$ cat src/rtl/packet_injector.sv
// ----------------------------------------------------------------------------
// noc_params : shared NoC widths and the flit_t link format.
// packet_injector : node-side packetizer feeding a router LOCAL input port.
//   A request (dest, length) becomes one HEADTAIL flit, or a HEAD flit followed
//   by BODY flits and a closing TAIL flit. Each body/tail flit carries one
//   payload word. Packets are assigned round-robin to the VCs that are
//   currently on, and a packet stays on its VC until the TAIL.
//
// Ports
//   clk, rst         clock, asynchronous active-high reset
//   pkt_valid_i/pkt_ready_o          packet request handshake
//   x_dest_i, y_dest_i, pkt_len_i    request fields, sampled at accept
//   payload_valid_i/payload_ready_o  body/tail payload word handshake
//   payload_i                        payload word
//   on_off_i                         per-VC on/off from downstream (1 = may send)
//   data_o, valid_flit_o             registered flit output
//   flits_sent_o, stall_cycles_o     statistics, only with INJECTOR_STATS_EN
//
// Build option: define INJECTOR_STATS_EN to add the two wrapping statistics
// counters. Without it the ports and counters do not exist.
// ----------------------------------------------------------------------------
package noc_params;
  localparam int VC_NUM            = 2;
  localparam int VC_SIZE           = (VC_NUM > 1) ? $clog2(VC_NUM) : 1;
  localparam int DEST_ADDR_SIZE_X  = 4;
  localparam int DEST_ADDR_SIZE_Y  = 4;
  localparam int FLIT_DATA_SIZE    = 16;
  localparam int HEAD_PAYLOAD_SIZE = FLIT_DATA_SIZE - DEST_ADDR_SIZE_X - DEST_ADDR_SIZE_Y;

  typedef enum logic [1:0] {HEAD, BODY, TAIL, HEADTAIL} flit_label_t;

  typedef struct packed {
    logic [DEST_ADDR_SIZE_X-1:0]  x_dest;
    logic [DEST_ADDR_SIZE_Y-1:0]  y_dest;
    logic [HEAD_PAYLOAD_SIZE-1:0] head_pl;
  } head_data_t;

  typedef union packed {
    head_data_t                head_data;
    logic [FLIT_DATA_SIZE-1:0] bt_pl;
  } flit_data_t;

  typedef struct packed {
    flit_label_t        flit_label;
    logic [VC_SIZE-1:0] vc_id;
    flit_data_t         data;
  } flit_t;
endpackage

module packet_injector
  import noc_params::*;
#(
  parameter int MAX_PKT_LEN = 8
) (
  input  logic                               clk,
  input  logic                               rst,
  input  logic                               pkt_valid_i,
  output logic                               pkt_ready_o,
  input  logic [DEST_ADDR_SIZE_X-1:0]        x_dest_i,
  input  logic [DEST_ADDR_SIZE_Y-1:0]        y_dest_i,
  input  logic [$clog2(MAX_PKT_LEN+1)-1:0]   pkt_len_i,
  input  logic                               payload_valid_i,
  input  logic [FLIT_DATA_SIZE-1:0]          payload_i,
  output logic                               payload_ready_o,
  input  logic [VC_NUM-1:0]                  on_off_i,
  output flit_t                              data_o,
`ifdef INJECTOR_STATS_EN
  output logic [31:0]                        flits_sent_o,
  output logic [31:0]                        stall_cycles_o,
`endif
  output logic                               valid_flit_o
);

  localparam int LEN_W = $clog2(MAX_PKT_LEN+1);

  typedef enum logic {ST_IDLE, ST_BODY} state_t;

  state_t             state_q, state_d;
  logic [VC_SIZE-1:0] rr_ptr_q, rr_ptr_d;
  logic [VC_SIZE-1:0] cur_vc_q, cur_vc_d;
  logic [LEN_W-1:0]   remaining_q, remaining_d;
  logic [LEN_W-1:0]   len_clip;
  logic [VC_SIZE-1:0] vc_choice;
  logic [VC_SIZE-1:0] probe_vc;
  logic               vc_found;
  logic               issue_d;
  flit_t              flit_d;

  // First VC with on_off set, scanning upward from rr_ptr and wrapping.
  always_comb begin
    vc_choice = rr_ptr_q;
    probe_vc  = rr_ptr_q;
    vc_found  = 1'b0;
    for (int i = 0; i < VC_NUM; i++) begin
      probe_vc = (int'(rr_ptr_q) + i >= VC_NUM) ? VC_SIZE'(int'(rr_ptr_q) + i - VC_NUM)
                                                : VC_SIZE'(int'(rr_ptr_q) + i);
      if (!vc_found && on_off_i[probe_vc]) begin
        vc_found  = 1'b1;
        vc_choice = probe_vc;
      end
    end
  end

  always_comb begin
    len_clip = pkt_len_i;
    if (pkt_len_i == '0)
      len_clip = LEN_W'(1);
    else if (pkt_len_i > LEN_W'(MAX_PKT_LEN))
      len_clip = LEN_W'(MAX_PKT_LEN);
  end

  always_ff @(posedge clk or posedge rst) begin
    if (rst) state_q <= ST_IDLE;
    else     state_q <= state_d;
  end

  // Ready outputs are held low while rst is asserted so nothing handshakes
  // against a design that is being cleared.
  always_comb begin
    state_d         = state_q;
    rr_ptr_d        = rr_ptr_q;
    cur_vc_d        = cur_vc_q;
    remaining_d     = remaining_q;
    pkt_ready_o     = 1'b0;
    payload_ready_o = 1'b0;
    issue_d         = 1'b0;
    flit_d          = '0;
    case (state_q)
      ST_IDLE: begin
        pkt_ready_o = (|on_off_i) & ~rst;
        if (pkt_valid_i && pkt_ready_o) begin
          cur_vc_d                     = vc_choice;
          rr_ptr_d                     = (int'(vc_choice) == VC_NUM-1) ? '0 : vc_choice + VC_SIZE'(1);
          issue_d                      = 1'b1;
          flit_d.vc_id                 = vc_choice;
          flit_d.data.head_data.x_dest = x_dest_i;
          flit_d.data.head_data.y_dest = y_dest_i;
          if (len_clip == LEN_W'(1)) begin
            flit_d.flit_label = HEADTAIL;
          end else begin
            flit_d.flit_label = HEAD;
            remaining_d       = len_clip - LEN_W'(1);
            state_d           = ST_BODY;
          end
        end
      end
      ST_BODY: begin
        payload_ready_o = on_off_i[cur_vc_q] & ~rst;
        if (payload_valid_i && payload_ready_o) begin
          issue_d          = 1'b1;
          flit_d.vc_id     = cur_vc_q;
          flit_d.data.bt_pl = payload_i;
          remaining_d      = remaining_q - LEN_W'(1);
          if (remaining_q == LEN_W'(1)) begin
            flit_d.flit_label = TAIL;
            state_d           = ST_IDLE;
          end else begin
            flit_d.flit_label = BODY;
          end
        end
      end
      default: state_d = ST_IDLE;
    endcase
  end

  always_ff @(posedge clk or posedge rst) begin
    if (rst) begin
      rr_ptr_q     <= '0;
      cur_vc_q     <= '0;
      remaining_q  <= '0;
      valid_flit_o <= 1'b0;
      data_o       <= '0;
    end else begin
      rr_ptr_q     <= rr_ptr_d;
      cur_vc_q     <= cur_vc_d;
      remaining_q  <= remaining_d;
      valid_flit_o <= issue_d;
      if (issue_d) data_o <= flit_d;
    end
  end

`ifdef INJECTOR_STATS_EN
  always_ff @(posedge clk or posedge rst) begin
    if (rst) begin
      flits_sent_o   <= '0;
      stall_cycles_o <= '0;
    end else begin
      if (valid_flit_o)
        flits_sent_o <= flits_sent_o + 32'd1;
      if (state_q == ST_BODY && payload_valid_i && !on_off_i[cur_vc_q])
        stall_cycles_o <= stall_cycles_o + 32'd1;
    end
  end
`endif

endmodule

$ cat config.mk
export PLATFORM = sky130hd
export DESIGN_NAME = packet_injector
export DESIGN_NICKNAME = d
export VERILOG_FILES = /design/src/rtl/packet_injector.sv
export SDC_FILE = /design/constraint.sdc
export NUM_CORES = 1
export LEC_CHECK = 0
export CAP_MARGIN = 5
export CORE_ASPECT_RATIO = 0.75
export CORE_MARGIN = 5
export CORE_UTILIZATION = 30
export CTS_CLUSTER_DIAMETER = 150
export DETAILED_ROUTE_END_ITERATION = 8
export GPL_TIMING_DRIVEN = 0
export SETUP_SLACK_MARGIN = 0.1
export SLEW_MARGIN = 20
export SYNTH_ARGS = -nofsm -noshare
export SYNTH_HDL_FRONTEND = slang
export SYNTH_SLANG_ARGS = --single-unit
$ cat constraint.sdc
create_clock -name clk -period 3.6 [get_ports clk]
set_clock_uncertainty 0.2 [all_clocks]
set_input_delay 0.72 -clock clk [delete_from_list [all_inputs] [get_ports clk]]
set_output_delay 0.72 -clock clk [all_outputs]
set_load 0.02 [all_outputs]
* Word-level counts from Yosys, hierarchy flattened *
Index checks and enable logic that the tools add are counted.

word-level totals
  bits of input ports = 34
  register bits after elaboration = 27
  output and inout port bits = 22
  memory bits (writable) = 0
  latch bits = 0
  logic and storage cells = 71
  memories = 0
  bits in read-only memories = 0

operators by class
  magnitude comparators = 6
  bitwise logic cells = 4
  mux-type cells = 34
  shifts and indexed selects = 0
  multipliers = 0
  divide/modulo/power cells = 0
  equal/unequal tests = 5
  reduce and logical (&&, ||, !) cells = 8
  add/subtract/negate cells = 6

operator list
  cell                                                                           number
  11-bit case mux with 2 select lines                                            1
  1-bit 2-to-1 mux                                                               20
  4-bit 2-to-1 mux                                                               5
  19-bit 2-to-1 mux                                                              1
  11-bit 2-to-1 mux                                                              1
  4-bit by 1-bit == test with 1-bit output (second input constant)               2
  8-bit 2-to-1 mux                                                               1
  4-bit case mux with 2 select lines                                             1
  4-bit by 1-bit subtractor with 4-bit output (second input constant)            2
  1-bit by 2-bit less-than comparator with 1-bit output (second input constant)  3
  4-bit > comparator (second input constant)                                     1
  4-bit logical NOT                                                              1
  2-bit 2-to-1 mux                                                               2
  2-bit != test (second input constant)                                          2
  1-bit case mux with 2 select lines                                             2
  1-bit logical AND                                                              3
  3-bit AND reduction                                                            1
  1-bit by 1-bit adder with 2-bit output (second input constant)                 1
  1-bit AND                                                                      2
  1-bit by 2-bit >= comparator with 1-bit output (second input constant)         1
  2-bit >= comparator (second input constant)                                    1
  2-bit by 1-bit != test with 1-bit output (second input constant)               1
  1-bit inverter                                                                 2
  2-bit AND reduction                                                            1
  4 further kinds                                                                5

* Longest topological paths before layout *
  word-level depth = 10
  gate-level depth with buffers = 8
  mapped depth without buffers = 8

* Worst setup path before layout *
OpenSTA, ideal clock, no wires.

  path kind = input-to-reg
  start point = input port pkt_len_i[2]
  end point = register remaining_q[2]
  path buffers = 0
  setup slack = 1.205 ns
  required time = 3.272 ns
  library setup time = 0.128 ns
  data arrival time = 2.067 ns
  stages = 7
  cells stage by stage = nor2_1 -> o21bai_1 -> inv_1 -> ha_1 -> or3b_2 -> o22ai_2 -> mux2_1

on the way
  word-level cells in the longest chain between the ends = 7
  elaborated cells between the ends (all ways) = 11
  classes of those cells = add/sub: 1; order compare: 1; eq/ne: 2; mux: 5; reduce/logical: 2

ends and longest elaborated chain
  element                                      line  RTL
  from (decl)                                  61    input logic [$clog2(MAX_PKT_LEN+1)-1:0] pkt_len_i,
  4-bit > comparator                           108   else if (pkt_len_i > LEN_W'(MAX_PKT_LEN))
  4-bit 2-to-1 mux                             108
  4-bit 2-to-1 mux (*)                         106   if (pkt_len_i == '0)
  4-bit by 1-bit subtractor with 4-bit output  142   remaining_d = len_clip - LEN_W'(1);
  4-bit 2-to-1 mux                             138   if (len_clip == LEN_W'(1)) begin
  4-bit 2-to-1 mux                             131   if (pkt_valid_i && pkt_ready_o) begin
  4-bit case mux with 2 select lines           128   case (state_q)
  to (signal assigned)                         176   remaining_q <= remaining_d;
  to (decl)                                    81    logic [LEN_W-1:0] remaining_q, remaining_d;

Mark *: on every way between the ends. The rest lies on a longest branch, timed or not. The select of a mux whose other input is x is not followed.
A chain may end at the register's enable or synchronous reset.

* Final worst setup path *
  start point = input port on_off_i[1]
  end point = output port payload_ready_o

on the way
  word-level cells in the longest chain between the ends = 4

ends and longest elaborated chain
  element                                              line  RTL
  from (decl)                                          65    input logic [VC_NUM-1:0] on_off_i,
  1-bit 2-to-1 mux (implied by the code) (2 in a row)  148   payload_ready_o = on_off_i[cur_vc_q] & ~rst;
  1-bit AND                                            148
  1-bit 2-to-1 mux                                     128
  to (decl)                                            64    output logic payload_ready_o,

No other way between the ends. The select of a mux whose other input is x is not followed.

==> results.cfg <==
[placed_design]
numPortBuffers = 55
placed_cells_incl_taps = 230
place_congestion = 0.837
place_hpwl_um = 2580

[floorplan]
pin_count = 56
core.rowCount = 20
dieArea_um2 = 5790
core_area_um2 = 4130
start_util = 0.317
die_x_um = 86.2
chipHeight_um = 67.2

[clock_network]
cts_setup_buffers = 0
htreeDepth = 1
clk_latency_ns = 0.27
clk_pin_slew_ns = 0.09
clock_path_buffers = 2
clock-sinks = 27
cts_resized = 0
cts_made_buffers = 3
root_buffer = clkbuf_8
postCtsHoldBufs = 0
cts_tree = done

[timing]
slew_violations = 0
finalHoldViolCount = 0
fin_crit_sh = 0.882
finalSetupTns_ns = 0
rsz0062_at_grt = false
post-route-min-period_ns = 3.17
slew_headroom = 0.605
fmax_mhz = 315
setup_viol = 0
worstMarginPinSlew_ns = 0.592

[grt]
grt_overflow = 0
grt_pass1_wl_um = 5600
grt_pass1_vias = 1160
track_usage = 0.122
grt_max_degree = 28
antenna_found_initial = 0

[power]
p_leak_nw = 0.877
ir_worst_vdd_mv = 0.303
power_density_nw_per_um2 = 682
total_power_mw = 1.35

[drt]
vias = 1134
wirelength_um = 3410
viasPerCell = 4.85
drt_iter0_drc = 22
ant_nets = 0
drc = 0
drt-pass1-iter-count = 4
route.detailed.wl_per_inst_um = 14.6

[setup_path]
crit_path_end_kind = output pin
critical_path_required_ns = 2.68
r2r_cells = 5
r2r_end = remaining_q[3]
arrival_ns = 2.25
worst-setup-path-type = in -> out
regToRegSetupSlack_ns = 1.77
cp-start-kind = input port
rr_startpoint = cur_vc_q
cp_max_fo = 3

[yosys]
synth.area.top_cells = dfrtp_1 52%, a22o_1 6.0%, a22oi_1 4.6%
async_flop_share = 1.00
ys_seq_area_frac = 0.517
ys_ff_latch = 27
postSynthAreaPerCell_um2 = 10.9
synth_warnings = 0
synth.top_cell.area_share = 0.517
synth_nets = 158
yosysTopAreaCell = dfrtp_1
synth_area_um2 = 1310
synthCells = 120
synth_flop_cell = dfrtp_1
ys_types = 36
synth_edf_count = 0

[finish]
instances_no_fill = 234
regArea_um2 = 676
fin_util = 0.478
final_nets = 218
drive_gt1_frac = 0.0838
area_growth_pct = 51.1
multi_input_area_um2 = 538
diodes = 0
nFillCells = 391

[worst_hold_path]
worstHoldStart = data_o[5]
hp-class = reg -> reg
whs_path_depth = 1
hold_end = data_o[5]

[run]
drv_cap = 0

[outcome]
outcome = finished clean
## cells by family after synthesis
kind of cell / Yosys count / synth area share
muxes: 4 / 0.0316
adders and majority gates: 4 / 0.0383
AOI/OAI and AO/OA: 37 / 0.212
and+or+nand+nor: 24 / 0.116
DFF: 27 / 0.517
buffers and inverters: 22 / 0.0718
xor gates and xnor gates: 2 / 0.0134
## stage by stage
step                worst slack [ns]  instance area [um^2]  hold WS (ns)
floorplan                       1.21                  1310         0.281
global placement               0.417                  1930         0.285
detailed placement             0.409                  1930         0.281
CTS                            0.406                  1980         0.315
global route                   0.333                  1980         0.334
finish                         0.427                  1980         0.305
## cells in the mapped netlist, types with 2 or more instances
| cell | count |
|---|---|
| o21ai_0 | 9 |
| and3_1 | 2 |
| buf_2 | 3 |
| a22oi_1 | 8 |
| mux2i_1 | 3 |
| dfrtp_1 | 27 |
| nand3_1 | 2 |
| nor2_1 | 5 |
| a21oi_1 | 2 |
| nor3b_1 | 2 |
| nand2_1 | 2 |
| inv_1 | 16 |
| a22o_1 | 9 |
| ha_1 | 4 |
| a221o_1 | 4 |
| or3_1 | 2 |
## cell usage in the layout, fill, tap and decap left out, types with 3 or more instances in the layout
cell,Yosys,layout
ha_1,4,4
dfrtp_1,27,27
a22o_1,9,9
a221o_1,4,4
clkbuf_8,0,3
buf_2,3,3
a22oi_1,8,8
clkdlybuf4s50_1,0,55
o21ai_0,9,9
nor2_1,5,5
mux2i_1,3,3
inv_1,16,15
## power by group
group          switching [mW]  leakage (nW)  total, mW  internal [mW]
Clock                  0.0986        0.0217      0.177         0.0786
Combinational           0.318         0.527      0.654          0.336
Sequential             0.0804         0.328      0.517          0.436
## layer usage
| metal | global-route usage | wire length (um) | vias to the layer above |
|---|---|---|---|
| li1 | - | - | 545 |
| met1 | 0.148 | 1600 | 546 |
| met2 | 0.218 | 1540 | 43 |
| met3 | 0.0476 | 273 | 0 |
| met4 | 0.00584 | 0 | 0 |
| met5 | 0 | 0 | - |
## flip-flops by register name (all words and copies together) (netlist names)
name          count
remaining_q       4
cur_vc_q          1
rr_ptr_q          1
data_o           19
state_q           1
valid_flit_o      1
## critical path: stages
cell	delay, ns
clkdlybuf4s50_1	0.43
mux2i_1	0.32
nor2_1	0.09
and2_1	0.17
clkdlybuf4s50_1	0.53
## area by class of cell
type                    count  area share
flip-flops and latches     27       0.342
inverters                  17      0.0323
clock buffers               3      0.0209
plain buffers               5      0.0152
well taps                  55      0.0348
multi-input cells          71       0.272
repair buffers             55       0.279
clock inverters             1     0.00380
## worst max-delay path by stage
stage / startpoint / slack [ns] / to
final: on_off_i[1] / 0.43 / payload_ready_o
after CTS: on_off_i[1] / 0.41 / payload_ready_o
after detailed placement: on_off_i[1] / 0.41 / payload_ready_o
after global placement: on_off_i[1] / 0.42 / payload_ready_o
after floorplan: pkt_len_i[2] / 1.21 / remaining_q[2]
after global routing: on_off_i[1] / 0.33 / payload_ready_o
Note: power is estimated with default switching activity, not from simulation.
==> edit 1 (same settings) <==
Add a define of `INJECTOR_STATS_EN`.
--- a/src/rtl/packet_injector.sv
+++ b/src/rtl/packet_injector.sv
@@ -19,6 +19,8 @@
 // Build option: define INJECTOR_STATS_EN to add the two wrapping statistics
 // counters. Without it the ports and counters do not exist.
 // ----------------------------------------------------------------------------
+`define INJECTOR_STATS_EN
+
 package noc_params;
   localparam int VC_NUM            = 2;
   localparam int VC_SIZE           = (VC_NUM > 1) ? $clog2(VC_NUM) : 1;
Function (old outputs only; new: flits_sent_o and stall_cycles_o): kept (equiv_simple and equiv_induct, registers matched by name and starting in step).
==> edit 1 against the original RTL <==
- area after synthesis grew to 3.2 times the old value
- final cell count grew to 2.9 times the old value
- largest power group is now sequential cells
- global-route usage is 0.43 points higher
- critical endpoint unchanged
- critical path depth stayed put
- power grew to 2.5 times the old value
- sequential cell count is 64 higher
- setup slack worse by 0.19 ns
- count of clock-buffer cells in the layout is 6 higher
- die area grew to 2.8 times the old value
- via count grew to 2.9 times the old value
- cell area grew to 3.0 times the old value
- clock power grew to 5.6 times the old value
- wire length grew to 3.0 times the old value
- combinational power is 53% higher
==> edit 1: results <==
export IMPL_status="finished clean"
export IMPL_grt_total_usage_pct=12.6
export IMPL_slowest_delay_ns=0.64
export IMPL_ir_drop_mv=0.295
export IMPL_place_area_sq_um=5660
export IMPL_dpl_hpwl_mm=7.78
export IMPL_htree_levels=3
export IMPL_drt_wl_total_mm=10.2
export IMPL_synth_fp_nets=412
export IMPL_ys_top_cells_by_area="dfrtp_1 54%, xnor2_1 9.4%, nand2_1 3.9%"
export IMPL_drive_gt1_share_pct=10.2
export IMPL_synthTopCellsByCount="91 x dfrtp_1, 45 x xnor2_1, 44 x nand2_1"
export IMPL_rrSetupSlack_ns=1.25
export IMPL_yosysSeqAreaShare_pct=54.4
export IMPL_clk_latency_ns=0.35
export IMPL_holdPathEnd="flits_sent_o[31]"
export IMPL_postCtsResizedCells=0
export IMPL_n_fill_cell=1326
export IMPL_grt_pass1_vias=3328
export IMPL_cp_max_fo=22
export IMPL_postLayoutCellArea_sq_um=5980
export IMPL_grt_pass1_wl_mm=17.1
export IMPL_nets=546
export IMPL_largestRegisters="flits_sent_o (32), stall_cycles_o (32), data_o (19)"
export IMPL_cp_arrival_ns=2.45
export IMPL_drtPass1Iterations=4
export IMPL_grt_max_degree=31
export IMPL_vias_per_cell=4.72
export IMPL_synth_distinct_cells=50
export IMPL_numCtsBuffers=9
export IMPL_reg2regPathDepth=6
export IMPL_min_from="flits_sent_o[31]"
export IMPL_p_leak_uw=0.00257
export IMPL_slew_headroom_pct=49.2
export IMPL_r2r_start="state_q"
export IMPL_port_buffers=119
## edit 1: kinds of logic after synthesis
| kind of cell | synth area share [%] |
|---|---|
| flops | 54.4 |
| xor+xnor | 13.2 |
| compound gates | 6.88 |
| mux | 1.47 |
| simple gates | 20.6 |
| fa+ha+maj | 1.79 |
| buf+inv | 1.70 |
## edit 1: cell type report
type / instances / area share, %
clock inverter: 7 / 1.55
sequential: 91 / 38.1
timing repair buffer: 123 / 21.0
inverter: 11 / 0.753
buffer: 7 / 0.502
clock buffer: 9 / 3.76
tap: 175 / 3.66
multi-input combinational: 263 / 30.7
## edit 1: worst register-to-register path, stage by stage, from the launching register on
cell,delay [ns]
dfrtp_1,0.39
clkbuf_1,0.35
nand2_1,0.21
nor3_2,0.60
buf_2,0.35
a22oi_1,0.10
nand2_1,0.09
## edit 1: how the worst max path moves through the flow
stage / end / startpoint / cells after the start / slack (ns)
floorplan: payload_ready_o / rst / 2 / 0.1
global placement: payload_ready_o / rst / 4 / -1.81
detailed placement: payload_ready_o / rst / 5 / -0.23
CTS: payload_ready_o / rst / 5 / 0.21
global route: payload_ready_o / rst / 5 / 0.10
finish: payload_ready_o / rst / 5 / 0.23
## edit 1: timing repair
item	in CTS	in global routing
setup buffers	1	0
hold buffers	0	0
endpoints found under the setup margin	1	0
## edit 1: where the power goes
group	switching, uW	total (uW)	leakage, uW	internal [uW]
sequential	173	1380	0.00121	1210
clock	439	996	0.000155	557
combinational	511	999	0.00121	488
total	1120	3380	0.00257	2250
## edit 1: per-stage QoR
step	power [uW]	worst slack [ns]	std cells	TNS (ns)
2_1_floorplan	1910	0.0959	372	0
3_3_place_gp	2380	-1.81	666	-1.81
3_5_place_dp	2410	-0.233	669	-0.233
4_1_cts	3440	0.213	686	0
5_1_grt	3570	0.101	686	0
6_report	3380	0.234	686	0
## edit 1: layer usage
metal | vias up | wire length (microns) | GRT usage (%)
li1 | 1568 | - | -
met4 | 0 | 82 | 4.07
met1 | 1581 | 4860 | 17.1
met2 | 78 | 4670 | 19.4
met3 | 9 | 580 | 3.91
met5 | - | 0 | 0
==> edit 2 (same flow settings) <==
Made on the original files. The parameter `MAX_PKT_LEN` goes from 8 to 16.
--- a/src/rtl/packet_injector.sv
+++ b/src/rtl/packet_injector.sv
@@ -50,7 +50,7 @@
 module packet_injector
   import noc_params::*;
 #(
-  parameter int MAX_PKT_LEN = 8
+  parameter int MAX_PKT_LEN = 16
 ) (
   input  logic                               clk,
   input  logic                               rst,
Ports: changed (resized pkt_len_i); port bits go from 56 to 57. The function was not compared with the original's and may differ.
==> edit 2 against the original RTL <==
- area after synthesis is 11% higher
- wire length is 19% higher
- sequential share of layout area is 1.4 points lower
- sequential cell count is 1 higher
- largest cell class unchanged
- final cell count is 11% higher
- count of clock-buffer cells in the layout stayed put
- power is 7.8% higher
- setup slack worse by 0.071 ns
- cell area is 8.2% higher
==> edit 2: results <==
export IMPL_met2_length_mm=1.87
export IMPL_antenna_found_initial=0
export IMPL_wl_met1_mm=1.89
export IMPL_holdPathStages=1
export IMPL_drt_wl_total_mm=4.05
export IMPL_drtPass1Iterations=4
export IMPL_p_int_uw=939
export IMPL_dr_wl_met3_microns=246
export IMPL_nets=243
export IMPL_ir_drop_mv=0.364
export IMPL_dpl_hpwl_mm=3.12
export IMPL_grt_pass1_wl_mm=7.04
export IMPL_reg2regPathDepth=5
export IMPL_grt_total_usage_pct=13.3
export IMPL_rrSetupSlack_ns=1.66
export IMPL_holdPathEnd="data_o[15]"
export IMPL_grt_max_degree=29
export IMPL_clk_latency_ns=0.28
export IMPL_htree_levels=1
export IMPL_clockBufferDepth=2
export IMPL_r2r_start="cur_vc_q"
export IMPL_grt_pass1_vias=1365
export IMPL_cts_root_buf="clkbuf_8"
export IMPL_synth_warnings=0
export IMPL_ys_top_cells_by_area="dfrtp_1 48%, nand2_1 5.7%, a22o_1 5.5%"
export IMPL_status="finished clean"
export IMPL_port_buffers=55
export IMPL_synthTopCellsByCount="28 x dfrtp_1, 22 x nand2_1, 10 x nand3_1"
export IMPL_reg2reg_to="remaining_q[3]"
export IMPL_hold_worst_slack_ns=0.296
export IMPL_num_antenna_cells=0
export IMPL_p_leak_uw=0.000992
export IMPL_slowest_delay_ns=0.66
export IMPL_hold_path_class="reg -> reg"
export IMPL_synth_distinct_cells=40
export IMPL_worst_pin_slew_ns=0.784
export IMPL_routed_top_layer="met4"
export IMPL_largestRegisters="data_o (19), remaining_q (5)"
export IMPL_synth_async_reset_ratio_pct=100
export IMPL_n_fill_cell=441
export IMPL_critPathTopFamily="buffers and inverters"
export IMPL_cp_max_fo=4
export IMPL_synth_fp_nets=183
export IMPL_first_iter_violations=92
export IMPL_drive_gt1_share_pct=6.90
export IMPL_min_from="data_o[15]"
export IMPL_pre_cts_ws_ns=0.287
export IMPL_gp_congestion=0.781
export IMPL_yosysSeqAreaShare_pct=48.5
export IMPL_vias=1279
## edit 2: changes by cell type in the layout (fill, tap and decap cells not counted), moves of 6 or more
cell	unedited run	this run
a22oi_1	8	1
a21o_1	1	9
inv_1	15	6
nand2_1	2	22
nand3_1	2	10
o21ai_0	9	3
## edit 2: kinds of logic after synthesis
| kind of cell | count (synthesis) | synth area share [%] |
|---|---|---|
| simple gates | 57 | 21.3 |
| compound gates | 37 | 20.2 |
| flops | 28 | 48.5 |
| buf+inv | 15 | 4.59 |
| fa+ha+maj | 4 | 3.46 |
| mux | 2 | 1.39 |
| xor+xnor | 1 | 0.606 |
## edit 2: power groups by stage
stage          logic, uW  registers (uW)  clock network (uW)
2_1_floorplan        232             657                   0
3_3_place_gp         666             533                   0
3_5_place_dp         675             541                   0
4_1_cts              676             537                 253
5_1_grt              730             554                 265
6_report             668             538                 248
## edit 2: per-layer routing
metal  up-vias  GRT usage [%]
met1       595           18.2
met3         4           3.65
li1        641              -
met2        39           21.2
met5         -              0
met4         0           2.81
## edit 2: area by class of cell
type	count	area, sq um	share of cell area (%)
repair buffers	55	551	25.7
plain buffers	8	40.0	1.87
clock inverters	1	30.0	1.40
multi-input cells	101	678	31.7
clock buffers	3	41.3	1.93
flip-flops and latches	28	701	32.8
inverters	7	26.3	1.23
well taps	57	71.3	3.34
## edit 2: worst max path at each step
| stage | startpoint | end | slack [ns] | cells past startpoint |
|---|---|---|---|---|
| after detailed placement | pkt_len_i[2] | remaining_q[0] | 0.29 | 9 |
| after floorplan | pkt_len_i[2] | remaining_q[0] | 1.09 | 8 |
| after CTS | on_off_i[0] | payload_ready_o | 0.36 | 4 |
| after global routing | on_off_i[1] | payload_ready_o | 0.30 | 4 |
| final | on_off_i[1] | payload_ready_o | 0.36 | 4 |
| after global placement | pkt_len_i[2] | remaining_q[0] | 0.35 | 9 |
## edit 2: through the flow
| stage | area [sq um] | instances |
|---|---|---|
| 3_5_place_dp | 2070 | 256 |
| 6_report | 2140 | 260 |
| 5_1_grt | 2140 | 260 |
| 2_1_floorplan | 1450 | 144 |
| 4_1_cts | 2140 | 260 |
| 3_3_place_gp | 2070 | 256 |
